## src/rtl/mc_bus_bridge.sv

```systemverilog
// Bridge from an asynchronous active-low MCU strobe bus to a config register file,
// a command FIFO write port and a first-word-fall-through response FIFO read port.
module mc_bus_bridge #(
  parameter int MC_DATA_WIDTH = 16,
  parameter int MC_ADD_WIDTH  = 6
) (
  input  logic                       clock,
  input  logic                       reset,
  input  logic                       mc_ce,
  input  logic                       mc_we,
  input  logic                       mc_oe,
  input  logic [MC_ADD_WIDTH-1:0]    mc_add,
  input  logic [MC_DATA_WIDTH-1:0]   mc_data_in,
  output logic [MC_DATA_WIDTH-1:0]   mc_data_out,
  output logic                       mc_data_oe,
  output logic [7*MC_DATA_WIDTH-1:0] cfg_regs,
  output logic                       ctrl_wr_strobe,
  output logic [MC_DATA_WIDTH-1:0]   cmd_data,
  output logic                       cmd_push,
  input  logic                       cmd_full,
  input  logic [MC_DATA_WIDTH-1:0]   rsp_data,
  output logic                       rsp_pop,
  input  logic                       rsp_empty,
  input  logic                       bp_active
);

  localparam int NUM_REGS = 7;
  localparam logic [MC_ADD_WIDTH-1:0] A_CTRL = MC_ADD_WIDTH'(3);
  localparam logic [MC_ADD_WIDTH-1:0] A_CMD  = MC_ADD_WIDTH'(7);
  localparam logic [MC_ADD_WIDTH-1:0] A_STAT = MC_ADD_WIDTH'(8);

  typedef enum logic [1:0] {IDLE, WR_HOLD, RD_HOLD} state_e;

  // Bit order {oe, we, ce}; zero on reset so a strobe held low through reset looks idle
  logic [2:0] pins;
  logic [2:0] sync1_q, sync2_q, dly_q;
  logic       ce_s, we_s, oe_s, we_fall, oe_fall;

  state_e state_q, state_d;
  logic   wr_act, rd_act, rd_done;

  logic [NUM_REGS-1:0][MC_DATA_WIDTH-1:0] regs_q, regs_d;
  logic [MC_DATA_WIDTH-1:0] rd_data_q, rd_data_d;
  logic [MC_DATA_WIDTH-1:0] cmd_data_q, cmd_data_d;
  logic [MC_DATA_WIDTH-1:0] status;
  logic cmd_push_q, cmd_push_d;
  logic rsp_pop_q, rsp_pop_d;
  logic strobe_q, strobe_d;
  logic ovf_q, ovf_d, unf_q, unf_d;
  logic rd_stat_q, rd_stat_d;
  logic ovf_set, unf_set;

  assign pins       = {mc_oe, mc_we, mc_ce};
  assign mc_data_oe = !mc_oe && !mc_ce;

  always_ff @(posedge clock) begin
    if (reset) begin
      sync1_q <= '0;
      sync2_q <= '0;
      dly_q   <= '0;
    end else begin
      sync1_q <= pins;
      sync2_q <= sync1_q;
      dly_q   <= sync2_q;
    end
  end

  assign ce_s    = sync2_q[0];
  assign we_s    = sync2_q[1];
  assign oe_s    = sync2_q[2];
  assign we_fall = dly_q[1] && !sync2_q[1];
  assign oe_fall = dly_q[2] && !sync2_q[2];

  always_ff @(posedge clock) begin
    if (reset) state_q <= IDLE;
    else       state_q <= state_d;
  end

  // Both strobes low in IDLE matches neither entry condition, so nothing happens
  always_comb begin
    state_d = state_q;
    case (state_q)
      IDLE: begin
        if (we_fall && !ce_s && oe_s)      state_d = WR_HOLD;
        else if (oe_fall && !ce_s && we_s) state_d = RD_HOLD;
      end
      WR_HOLD: if (we_s) state_d = IDLE;
      RD_HOLD: if (oe_s) state_d = IDLE;
      default: state_d = IDLE;
    endcase
  end

  always_comb begin
    wr_act  = (state_q == IDLE) && (state_d == WR_HOLD);
    rd_act  = (state_q == IDLE) && (state_d == RD_HOLD);
    rd_done = (state_q == RD_HOLD) && (state_d == IDLE);
  end

  always_comb begin
    status      = '0;
    status[4:0] = {bp_active, unf_q, ovf_q, !rsp_empty, cmd_full};
  end

  always_comb begin
    regs_d     = regs_q;
    rd_data_d  = rd_data_q;
    cmd_data_d = cmd_data_q;
    rd_stat_d  = rd_stat_q;
    cmd_push_d = 1'b0;
    rsp_pop_d  = 1'b0;
    strobe_d   = 1'b0;
    ovf_set    = 1'b0;
    unf_set    = 1'b0;

    if (wr_act) begin
      for (int i = 0; i < NUM_REGS; i++)
        if (mc_add == MC_ADD_WIDTH'(i)) regs_d[i] = mc_data_in;
      if (mc_add == A_CTRL) strobe_d = 1'b1;
      if (mc_add == A_CMD) begin
        if (!cmd_full) begin
          cmd_data_d = mc_data_in;
          cmd_push_d = 1'b1;
        end else begin
          ovf_set = 1'b1;
        end
      end
    end

    if (rd_act) begin
      rd_data_d = '0;
      rd_stat_d = (mc_add == A_STAT);
      for (int i = 0; i < NUM_REGS; i++)
        if (mc_add == MC_ADD_WIDTH'(i)) rd_data_d = regs_q[i];
      if (mc_add == A_CMD) begin
        if (!rsp_empty) begin
          rd_data_d = rsp_data;
          rsp_pop_d = 1'b1;
        end else begin
          unf_set = 1'b1;
        end
      end
      if (mc_add == A_STAT) rd_data_d = status;
    end

    // Sticky flags: a set on the same edge wins over the status-read clear
    if (ovf_set)                 ovf_d = 1'b1;
    else if (rd_done && rd_stat_q) ovf_d = 1'b0;
    else                         ovf_d = ovf_q;

    if (unf_set)                 unf_d = 1'b1;
    else if (rd_done && rd_stat_q) unf_d = 1'b0;
    else                         unf_d = unf_q;
  end

  always_ff @(posedge clock) begin
    if (reset) begin
      regs_q     <= '0;
      rd_data_q  <= '0;
      cmd_data_q <= '0;
      rd_stat_q  <= 1'b0;
      cmd_push_q <= 1'b0;
      rsp_pop_q  <= 1'b0;
      strobe_q   <= 1'b0;
      ovf_q      <= 1'b0;
      unf_q      <= 1'b0;
    end else begin
      regs_q     <= regs_d;
      rd_data_q  <= rd_data_d;
      cmd_data_q <= cmd_data_d;
      rd_stat_q  <= rd_stat_d;
      cmd_push_q <= cmd_push_d;
      rsp_pop_q  <= rsp_pop_d;
      strobe_q   <= strobe_d;
      ovf_q      <= ovf_d;
      unf_q      <= unf_d;
    end
  end

  assign cfg_regs       = regs_q;
  assign mc_data_out    = rd_data_q;
  assign cmd_data       = cmd_data_q;
  assign cmd_push       = cmd_push_q;
  assign rsp_pop        = rsp_pop_q;
  assign ctrl_wr_strobe = strobe_q;

endmodule

```

## config.mk

```make
export PLATFORM = sky130hd
export DESIGN_NAME = mc_bus_bridge
export DESIGN_NICKNAME = d
export VERILOG_FILES = /design/src/rtl/mc_bus_bridge.sv
export SDC_FILE = /design/constraint.sdc
export NUM_CORES = 1
export LEC_CHECK = 0
export CAP_MARGIN = 20
export CORE_UTILIZATION = 44
export CTS_BUF_LIST = sky130_fd_sc_hd__clkbuf_16
export DETAILED_ROUTE_END_ITERATION = 16
export PLACE_DENSITY = 0.77
export SKIP_LAST_GASP = 1
export SLEW_MARGIN = 20
export SYNTH_ARGS = -nofsm -noshare
export SYNTH_HDL_FRONTEND = slang
export SYNTH_SLANG_ARGS = --single-unit
```

## constraint.sdc

```tcl
create_clock -name clock -period 1.8 [get_ports clock]
set_input_delay 0.18 -clock clock [delete_from_list [all_inputs] [get_ports clock]]
set_output_delay 0.18 -clock clock [all_outputs]
set_load 0.005 [all_outputs]
```

==> Yosys cells after proc, flatten, opt, wreduce, memory -nomap -nowiden <==
Index checks and enable logic that the tools add are counted.
{ "op_classes": {"div": 0, "n_lt_le_gt_ge": 0, "bitwise_logic": 4, "add_sub_neg": 0, "eq_ne": 12, "mux": 27, "shift": 0, "multipliers": 0, "n_reduce_logical": 33} }
{ "op_table": {"columns": ["op", "n"], "rows": [
  ["$mux W16", 10],
  ["$eq A6 B3 Y1 const B", 4],
  ["$reduce_and A2 Y1", 7],
  ["$eq A6 B2 Y1 const B", 2],
  ["$mux W1", 12],
  ["$logic_and A1 B1 Y1", 11],
  ["$mux W2", 4],
  ["$eq A6 B1 Y1 const B", 1],
  ["$eq A6 B4 Y1 const B", 1],
  ["$logic_not A1 Y1", 6],
  ["$logic_not A6 Y1", 1],
  ["$pmux W2 S3", 1],
  ["$reduce_or A3 Y1", 2],
  ["$eq A2 B1 Y1 const B", 2],
  ["$eq A2 B2 Y1 const B", 2],
  ["$logic_not A2 Y1", 2],
  ["$not A1 Y1", 4],
  ["$reduce_bool A2 Y1", 2],
  ["$reduce_and A3 Y1", 1],
  ["$reduce_or A2 Y1", 1]
]} }
{ "word_totals": {"latch_bits": 0, "out_inout_bits": 148, "ff_bits": 161, "n_memories": 0, "ram_bits": 0, "in_bits": 46, "romBits": 0} }

==> Longest topological paths before layout <==
{ "logic_depth": {"depth_word": 12, "ltp_mapped": 8} }

==> Worst setup path after synthesis <==
Ideal clock, no wire load.
{ "synth_timing": {"path_kind": "register to register", "start": "reg state_q[0]", "end": "reg cmd_data_q[10], in the netlist cmd_data[10]", "setup_slack_ps": -215, "stages_incl_launch_ff": 7, "synth_period_minus_slack_ps": 2015, "arrival_ps": 1888, "n_path_buf": 1, "required_time_ps": 1672, "setup_ps": 128, "path_cell_list": "dfxtp_1 -> or3_1 -> or2_2 -> nor3_4 -> buf_6 -> mux2i_1 -> nor2_1"} }
{ "synth_via": {"elab_chain_cells": 6, "word_cells_on_any_way": 11} }
{ "synth_rtl": {"columns": ["element", "line", "rtl"], "rows": [
  ["start, declared", "39", "state_e state_q, state_d;"],
  ["start signal, assigned", "76", "else state_q <= state_d;"],
  ["$mux W2", "85", "else if (oe_fall && !ce_s && we_s) state_d = RD_HOLD;"],
  ["$mux W2", "84", "if (we_fall && !ce_s && oe_s) state_d = WR_HOLD;"],
  ["$pmux W2 S3", "82", "case (state_q)"],
  ["$eq A2 B1 Y1", "94", "wr_act = (state_q == IDLE) && (state_d == WR_HOLD);"],
  ["$logic_and A1 B1 Y1 *", "94", null],
  ["$reduce_and A3 Y1 (no line) *", null, null],
  ["end signal, assigned", "169", "cmd_data_q <= cmd_data_d;"],
  ["end, declared", "44", "logic [MC_DATA_WIDTH-1:0] cmd_data_q, cmd_data_d;"]
]} }
Every way passes the cells marked *; elsewhere a longest branch is shown, timed or not.
A chain may end at the register's enable or synchronous reset.

==> Worst setup path after layout <==
{ "layout_timing": {"start": "reg sync2_q[1]", "end": "reg regs_q (netlist bit cfg_regs[55])"} }
{ "layout_via": {"elab_chain_cells": 9, "word_cells_on_any_way": 12} }
{ "layout_rtl": {"columns": ["element", "line", "rtl"], "rows": [
  ["start, declared", "36", "logic [2:0] sync1_q, sync2_q, dly_q;"],
  ["start signal, assigned", "63", "sync2_q <= sync1_q;"],
  ["$logic_not A1 Y1", "71", "assign we_fall = dly_q[1] && !sync2_q[1];"],
  ["$logic_and A1 B1 Y1", "71", null],
  ["$logic_and A1 B1 Y1 (2 in a row)", "84", null],
  ["$mux W2", "84", null],
  ["$pmux W2 S3 *", "82", null],
  ["$eq A2 B1 Y1 *", "94", null],
  ["$logic_and A1 B1 Y1 *", "94", null],
  ["$reduce_and A2 Y1 (no line) *", null, null],
  ["end signal, assigned", "167", "regs_q <= regs_d;"],
  ["end, declared", "42", "logic [NUM_REGS-1:0][MC_DATA_WIDTH-1:0] regs_q, regs_d;"]
]} }
Marks and branches as above.

==> impl_results.md <==
* Crit-path cells: or3_4 > nor3_4 > and3_4 > buf_8 > mux2i_1 > nor2_1
* Synth Flop Type: dfxtp_1
* Reg-to-reg endpoint: cfg_regs[55]
* CTS buffer count at 17
* Minimum clock period at 1.82 ns
* Gr ovfl total at 0
* Clock Skew at 0.0134 ns
* Syn_nets at 843
* CP Class: register to register
* Largest cells by area after synthesis: dfxtp_1 (46%), mux2i_1 (12%), a21oi_1 (6.1%), nand2_1 (5.4%), nor2_1 (4.6%)
* Vias in the first global route at 6310
* Clock root buffer: clkbuf_16
* Synthesized instance count at 797
* # fillers at 1206
* DP Cell Count at 1178
* Violated checks: negative setup slack
* Share of cells above drive strength 1 at 14.8%
* Sum Neg Setup Slack at -0.114 ns
* DRC viols at 0
* FF/Latch Area at 0.00320 sq mm
* Met3 Use GR at 6.90%
* Die area at 0.0165 sq mm
* Number of DRC markers in iteration 0 at 523
* Post-synth EDFFs at 0
* Leak at 3.79 nW
* GRT met1 Usage at 38.3%
* Critical path peak fanout at 8
* Die X at 128 microns
* DP HPWL at 16.2 mm
* Height of the chip at 128 microns
* Mean post-synth cell area at 8.82 sq um
* CP peak stage delay at 0.39 ns
* Clock Pin Slew Worst Setup and Hold Paths at 0.06 ns
* H-Tree Depth at 4
* Slowest cell on crit path: or3_4
* Clk buf depth at 2
* Status: finished, violations left
* Fin crit share at 101%
* Placed Area at 0.00944 sq mm
* R2r worst-path depth at 6
* Fin area at 0.0103 sq mm
* Least-Margin Pin Slew at 0.519 ns
* Synthesized flop and latch total at 160
* Max_cap viols at 0
* Area of the multi-input gates at 0.00358 sq mm
* Starting Density at 45.7%
* Final GP Congestion at 0.916
* Library cells used by synthesis at 47
* Clock Sinks at 160
* Critical Path RT at 2.11 ns
* Final WL at 23.6 mm
* Pwr/cell area at 716 mW/mm^2
* Post-Layout Cell Count at 1223
* Post-route antenna net violation count at 0
* Final setup fails at 14
* Clk_lat worst skew at 0.43 ns
* First-pass GRT wire length at 35.2 mm
* Max Slew Vio Count at 0
* Cell Area, Synth at 0.00703 sq mm
* HP Start: reset
* Seq/Total Area, Yosys at 45.6%
* Wire per inst at 19.3 microns
* Vias at 6906
* Total Power at 7.35 mW
* Port buffer count at 193
* Max_slew headroom at 65.3%
* Tot GR Track Use at 28.1%
* Syn. warnings at 0
* GRT Max-Usage Layer: met2
* Met2 Usage GRT at 43.4%
* Cell accounting for the most synthesized area: dfxtp_1
* Pre-antenna DRT Iters at 5
* Via density at 5.65
* Class of the worst hold path: input port to register
* Fin util at 66.8%
* N_diodes at 0
* Initial antenna violation count at 0
* Worst Hold Endpoint: state_q[1]
* Unrepaired setup endpoints after global routing: yes
* Placement Rows at 45
* Endpoints failing hold at 0
* Worst r2r src: sync2_q[1]
* Synth top area share at 45.6%
* Largest net degree at the start of global routing at 105
* Crit start category: register
* Layout net count at 1045
* Setup crit end kind: register
* WP data arrival at 2.13 ns
* CTS tree: built
* Area Growth Syn to Fin at 46.1%
* Worst hold stages at 3
* F_max at 0.551 GHz
* VDD IR-drop max at 0.695 mV
* R2R Setup Slk at -0.02 ns
* Post-synthesis async set-or-reset flop share at 0%
* I/O pin count at 194
* Core Box Area at 0.0154 sq mm
* PnR worst setup slack at -0.0153 ns
cell usage after synthesis, types with 6 or more instances:
cell type,instances
a211oi_1,8
nand3_1,52
buf_2,10
a2bb2oi_1,8
inv_1,8
o22ai_1,11
o21bai_1,8
mux4_2,12
a221oi_1,12
nor2_1,86
a21oi_1,86
o21ai_0,6
mux2i_1,81
nand2_1,101
nor2b_1,11
or3_1,6
dfxtp_1,160
clkbuf_1,60
o211ai_1,6
flip-flops by register name, summed over array words and instances (netlist names), 2 cells and up:
| register | flops |
|---|---|
| sync2_q | 3 |
| cfg_regs | 112 |
| mc_data_out | 16 |
| sync1_q | 3 |
| state_q | 2 |
| cmd_data | 16 |
| dly_q | 2 |
kinds of logic (layout without fill, tap and decap cells):
| group | after synthesis | count (layout) | share of synthesized area (%) |
|---|---|---|---|
| and+or+nand+nor | 288 | 288 | 18.6 |
| AOI/OAI and AO/OA | 165 | 165 | 14.7 |
| DFF | 160 | 160 | 45.6 |
| muxes | 96 | 96 | 15.9 |
| buffers and inverters | 88 | 303 | 5.27 |
per-layer routing:
| layer | wire, microns | vias up |
|---|---|---|
| met1 | 10200 | 3319 |
| met3 | 2140 | 32 |
| met2 | 10800 | 342 |
| met4 | 405 | 0 |
| met5 | 0 | - |
| li1 | - | 3213 |
worst max path at each step:
stage	start	to	slack [ns]
after global routing	state_q[0]	cmd_data[10]	-0.11
after CTS	state_q[0]	cmd_data[14]	-0.007
after detailed placement	mc_add[5]	cfg_regs[60]	-0.45
after global placement	mc_add[5]	cfg_regs[62]	-0.44
after floorplan	state_q[0]	cmd_data[10]	-0.11
final	sync2_q[1]	cfg_regs[55]	-0.02
through the flow:
stage / hold slack (ns) / worst slack, ns
5_1_grt: 0.0866 / -0.114
3_5_place_dp: 0.423 / -0.452
3_3_place_gp: 0.440 / -0.442
6_report: 0.0866 / -0.0153
4_1_cts: 0.0612 / -0.00742
2_1_floorplan: 0.258 / -0.112
worst max-delay path, delay by kind of cell, from the launching register on:
kind | cells | cell delay (ns)
AND/OR/NAND/NOR | 4 | 0.99
buffers and inverters | 1 | 0.16
multiplexers | 1 | 0.20
flip-flops | 1 | 0.35
layout by cell type (no fill, tap or decap), types with 4 or more instances in the layout:
master and n:
mux4_2 12, dlymetal6s2s_1 4, o22ai_1 10, clkbuf_16 19, a22oi_1 5, a221oi_1 4
o211ai_1 6, a221oi_2 8, buf_12 11, mux2i_1 79, a211oi_1 8, nand3_1 50
nand2_1 100, inv_1 10, inv_6 4, o32ai_1 5, buf_6 4, clkinvlp_4 4
buf_4 51, a21oi_1 86, clkdlybuf4s50_1 186, o21bai_1 8, a2bb2oi_1 8, o21ai_0 6
dfxtp_1 159, nor2_1 86, nor2b_1 11, nor3_1 5
cell type report:
class | instances | area share (%)
Inverter | 8 | 0.292
Clock inverter | 15 | 1.10
Multi-Input combinational cell | 549 | 34.8
Sequential cell | 160 | 31.2
Timing Repair Buffer | 263 | 25.9
Tap cell | 211 | 2.57
Clock buffer | 17 | 4.14
report_power, final:
group / switching, mW / leakage (nW) / internal (mW)
combinational: 0.274 / 2.23 / 0.196
sequential: 0.00420 / 1.29 / 3.55
clock: 1.55 / 0.261 / 1.78
total: 1.83 / 3.79 / 5.53
what timing repair did:
item                                    CTS  global route
endpoints found under the setup margin   25           141
pin swaps                                 3             9
resized for setup                         4            37
hold buffers                              0             0
setup buffers                             3             8
gates cloned                              1             3
(Power assumes the default switching activity.)
